**config.mk**
```make
export PLATFORM = sky130hd
export DESIGN_NAME = pc_branch_unit
export DESIGN_NICKNAME = d
export VERILOG_FILES = /design/src/rtl/pc_branch_unit.sv
export SDC_FILE = /design/constraint.sdc
export NUM_CORES = 1
export LEC_CHECK = 0
export BUFFER_PORTS_ARGS = -buffer_cell sky130_fd_sc_hd__buf_4
export CELL_PAD_IN_SITES_DETAIL_PLACEMENT = 1
export CELL_PAD_IN_SITES_GLOBAL_PLACEMENT = 2
export CORE_MARGIN = 2
export CORE_UTILIZATION = 28
export DETAILED_ROUTE_END_ITERATION = 10
export PLACE_DENSITY_LB_ADDON = 0.1
export SYNTH_ARGS = -nofsm -noshare
export SYNTH_HDL_FRONTEND = slang
export SYNTH_SLANG_ARGS = --single-unit
```
**constraint.sdc**
```tcl
create_clock -name clk -period 2.62 [get_ports clk]
set_input_delay 0.131 -clock clk [delete_from_list [all_inputs] [get_ports clk]]
set_output_delay 0.131 -clock clk [all_outputs]
set_load 0.01 [all_outputs]
```
**src/rtl/pc_branch_unit.sv**
```systemverilog
// Program counter with fetch handshake and PC-relative branch / absolute jump resolution.
// Optional taken-branch counter output enabled by defining PC_BRANCH_COUNT_EN.
module pc_branch_unit #(
  parameter int unsigned       PC_W     = 8,
  parameter logic [PC_W-1:0]   RESET_PC = '0
) (
  input  logic            clk,
  input  logic            rst_n,
  input  logic [PC_W-1:0] offset,
  input  logic            br_req,
  input  logic            br_cond,
  input  logic            jmp_req,
  input  logic [PC_W-1:0] jmp_addr,
  input  logic            halt,
  input  logic            fetch_ack,
  output logic [PC_W-1:0] pc,
  output logic            fetch_req,
  output logic            br_taken,
  output logic            halted
`ifdef PC_BRANCH_COUNT_EN
  ,
  output logic [7:0]      br_count
`endif
);

  typedef enum logic [1:0] {
    IDLE  = 2'd0,
    FETCH = 2'd1,
    EXEC  = 2'd2,
    HALT  = 2'd3
  } state_t;

  state_t          state, state_n;
  logic [PC_W-1:0] pc_n;
  logic            br_taken_n;
  logic            fetch_req_n;
  logic            halted_n;

`ifdef PC_BRANCH_COUNT_EN
  localparam int unsigned CNT_W = 8;
  logic [CNT_W-1:0] br_count_n;
`endif

  // State and registered outputs
  always_ff @(posedge clk) begin
    if (!rst_n) begin
      state     <= IDLE;
      pc        <= RESET_PC;
      fetch_req <= 1'b0;
      br_taken  <= 1'b0;
      halted    <= 1'b0;
`ifdef PC_BRANCH_COUNT_EN
      br_count  <= '0;
`endif
    end else begin
      state     <= state_n;
      pc        <= pc_n;
      fetch_req <= fetch_req_n;
      br_taken  <= br_taken_n;
      halted    <= halted_n;
`ifdef PC_BRANCH_COUNT_EN
      br_count  <= br_count_n;
`endif
    end
  end

  // Next-state and next-PC selection; jump beats branch, branch is relative to current pc
  always_comb begin
    state_n    = state;
    pc_n       = pc;
    br_taken_n = 1'b0;
    case (state)
      IDLE:  state_n = FETCH;
      FETCH: if (fetch_ack) state_n = EXEC;
      EXEC: begin
        if (jmp_req) begin
          pc_n       = jmp_addr;
          br_taken_n = 1'b1;
        end else if (br_req && br_cond) begin
          pc_n       = pc + offset;
          br_taken_n = 1'b1;
        end else begin
          pc_n = pc + PC_W'(1);
        end
        state_n = halt ? HALT : FETCH;
      end
      HALT:  if (!halt) state_n = FETCH;
      default: state_n = IDLE;
    endcase
    fetch_req_n = (state_n == FETCH);
    halted_n    = (state_n == HALT);
  end

`ifdef PC_BRANCH_COUNT_EN
  // Saturating count of taken branches and jumps
  always_comb begin
    br_count_n = br_count;
    if (br_taken_n && (br_count != {CNT_W{1'b1}}))
      br_count_n = br_count + CNT_W'(1);
  end
`endif

endmodule

```
==> out/metrics.cfg <==
[outcome]
outcome=complete, no violations

[sta]
tightest_slew_ns=0.500
fin_crit_sh=0.725
finalSetupViolCount=0
fin_skew_ns=0.00645
rsz0062_at_grt=false
hold_viol=0
min_period_ns=1.90
slew_violations=0
final.setup.tns_ns=0
relSlewSlack=0.666
timing.fmax_mhz=526

[floorplan]
top_level_ports=34
die-area_um2=3620
floorplan.initialDensity=0.292
die_height_um=60.2
row_count=20
dieWidth_um=60.2
core-area_um2=3030

[detailed_routing]
firstDrtPassIters=4
drt-total-wl_um=2660
num_vias=918
vias_per_cell=4.99
drtAntennaViolNets=0
wl_per_cell_um=14.4
drc=0
drtIter0Drc=32

[setup_path]
critPathBufInv=1
crit_arrival_ns=2.14
path_class=flop to flop
path_cells=ha_1 -> inv_1 -> fa_1 -> nor2b_1 -> o21a_1 -> nor3_1 -> o311a_1 -> nor2_1
path_max_fanout=4
cp_slowest_cell=dfxtp_1
critPathMaxStageDelay_ns=0.37
crit_path_start_kind=flop
crit_path_end_kind=flop
critPathRequiredTime_ns=2.86
cp_top_family=adder cells

[worst_hold_path]
worstHoldPathType=input pin to flop

[clock_network]
post_cts_buffers=0
cts_sinks=13
htree_levels=1
clkSlewWorstSetupHoldPaths_ns=0.09
cts_max_path_buffers=2
postCtsHoldBufs=0
cts_resized=0
cts-root-buf=clkbuf_4
clk_latency_ns=0.29
cts_tree=done
numCtsBuffers=3

[layout]
final_design_area_no_fill_um2=1200
layout_common_cells=buf_4, dfxtp_1, nand2_1, a21oi_1, ha_1
layout_commonest_cell=buf_4
layout-drive-gt1-share=0.286
syn2layout_area_growth_pct=36.3
final_nets=172
antenna_cells=0

[logic_synthesis]
syn_nets=137
synth_cell_types=36
synth_area_um2=883
synth.ff_latch_count=13
ys_seq_area_frac=0.295
synth_edf_count=0
syn_area_per_cell_um2=8.33
netlist_instances=106
yosysWarnings=0
synth_ff_type=dfxtp_1
synthArstFlopShare=0

[power_and_ir_drop]
finalPower_uw=459
ir_drop_mv=0.141
power.leakage_uw=0.000545
cellPowerDensity_nw_per_um2=382

[placed_design]
place_congestion=0.729
place_area_um2=1180
dp_hpwl_um=2020
io_buffer_count=33

[global_route]
overflow=0
first_global_vias=906
grt_pass1_wl_um=4250
grt_max_degree=19
grt_use_total=0.161
grt_antenna_before_repair=0

[run]
max_cap_viol_count=0

-- path summary, 6_finish.rpt --
| path | start | end | slack, ns | depth (start not counted) |
|---|---|---|---|---|
| min | halt | halted | 0.11 | 3 |
| max | pc[0] | pc[4] | 0.72 | 8 |
| min reg2reg | pc[5] | pc[5] | 0.50 | 2 |
| max reg2reg | pc[0] | pc[4] | 0.72 | 8 |
-- sequential cells by signal, indices dropped and copies added, names as in the netlist --
name,flops
br_taken,1
fetch_req,1
halted,1
pc,8
state,2
-- stage by stage --
step | utilization | worst slack (ns) | instances | hold slack [ns]
after floorplan | - | 0.840 | 106 | 0.253
after global placement | 0.389 | 0.720 | 180 | 0.407
after detailed placement | 0.389 | 0.734 | 180 | 0.411
after CTS | 0.398 | 0.724 | 184 | 0.103
after global routing | 0.398 | 0.551 | 184 | 0.117
final | 0.398 | 0.720 | 184 | 0.111
-- cell families (layout without fill, tap and decap cells) --
| logic type | after synthesis | in the layout | share of synthesized area |
|---|---|---|---|
| buffers and inverters | 9 | 43 | 0.0397 |
| multiplexers | 3 | 3 | 0.0340 |
| AO/OA/AOI/OAI | 32 | 32 | 0.258 |
| adder cells (fa/ha/maj) | 8 | 8 | 0.122 |
| flip-flops | 13 | 13 | 0.295 |
| AND/OR/NAND/NOR | 39 | 39 | 0.232 |
| XOR/XNOR | 2 | 2 | 0.0198 |
-- layer usage --
layer,global-route usage,part of all wire,vias to the layer above
li1,-,-,462
met3,0.0325,0.053,4
met4,0.0667,0.013,0
met5,0,0,-
met2,0.253,0.44,24
met1,0.214,0.49,428
-- power breakdown --
part / switching (µW) / total [µW] / internal, µW
Combinational: 51.8 / 107 / 55.5
Clock: 78.8 / 138 / 59.3
Sequential: 7.16 / 214 / 207
Total: 138 / 459 / 322
-- cell usage after synthesis (all sizes together), types with 2 or more instances --
master / instances / area share
a211oi: 4 / 0.040
a21oi: 7 / 0.040
a31oi: 3 / 0.021
and3: 6 / 0.042
clkbuf: 3 / 0.013
dfxtp: 13 / 0.29
ha: 7 / 0.099
inv: 5 / 0.021
mux2i: 3 / 0.034
nand2: 7 / 0.030
nand3: 4 / 0.023
nand3b: 2 / 0.017
nor2: 6 / 0.025
nor2b: 4 / 0.028
nor3: 5 / 0.028
o211ai: 4 / 0.040
o21a: 3 / 0.025
o21ai: 5 / 0.033
o311ai: 2 / 0.020
xnor2: 2 / 0.020
-- final cells by class --
class                      instances  area, µm²
multi-input combinational         84        588
timing repair buffer              34        255
tap                               44       55.1
clock buffer                       4       26.3
sequential                        13        260
fill                             379       1820
inverter                           5       18.8
-- worst min-delay path: stages --
cell and delay [ns]:
buf_4 0.08, nand2_1 0.07, nor2_1 0.08
Power figures use the tool's default switching activity.
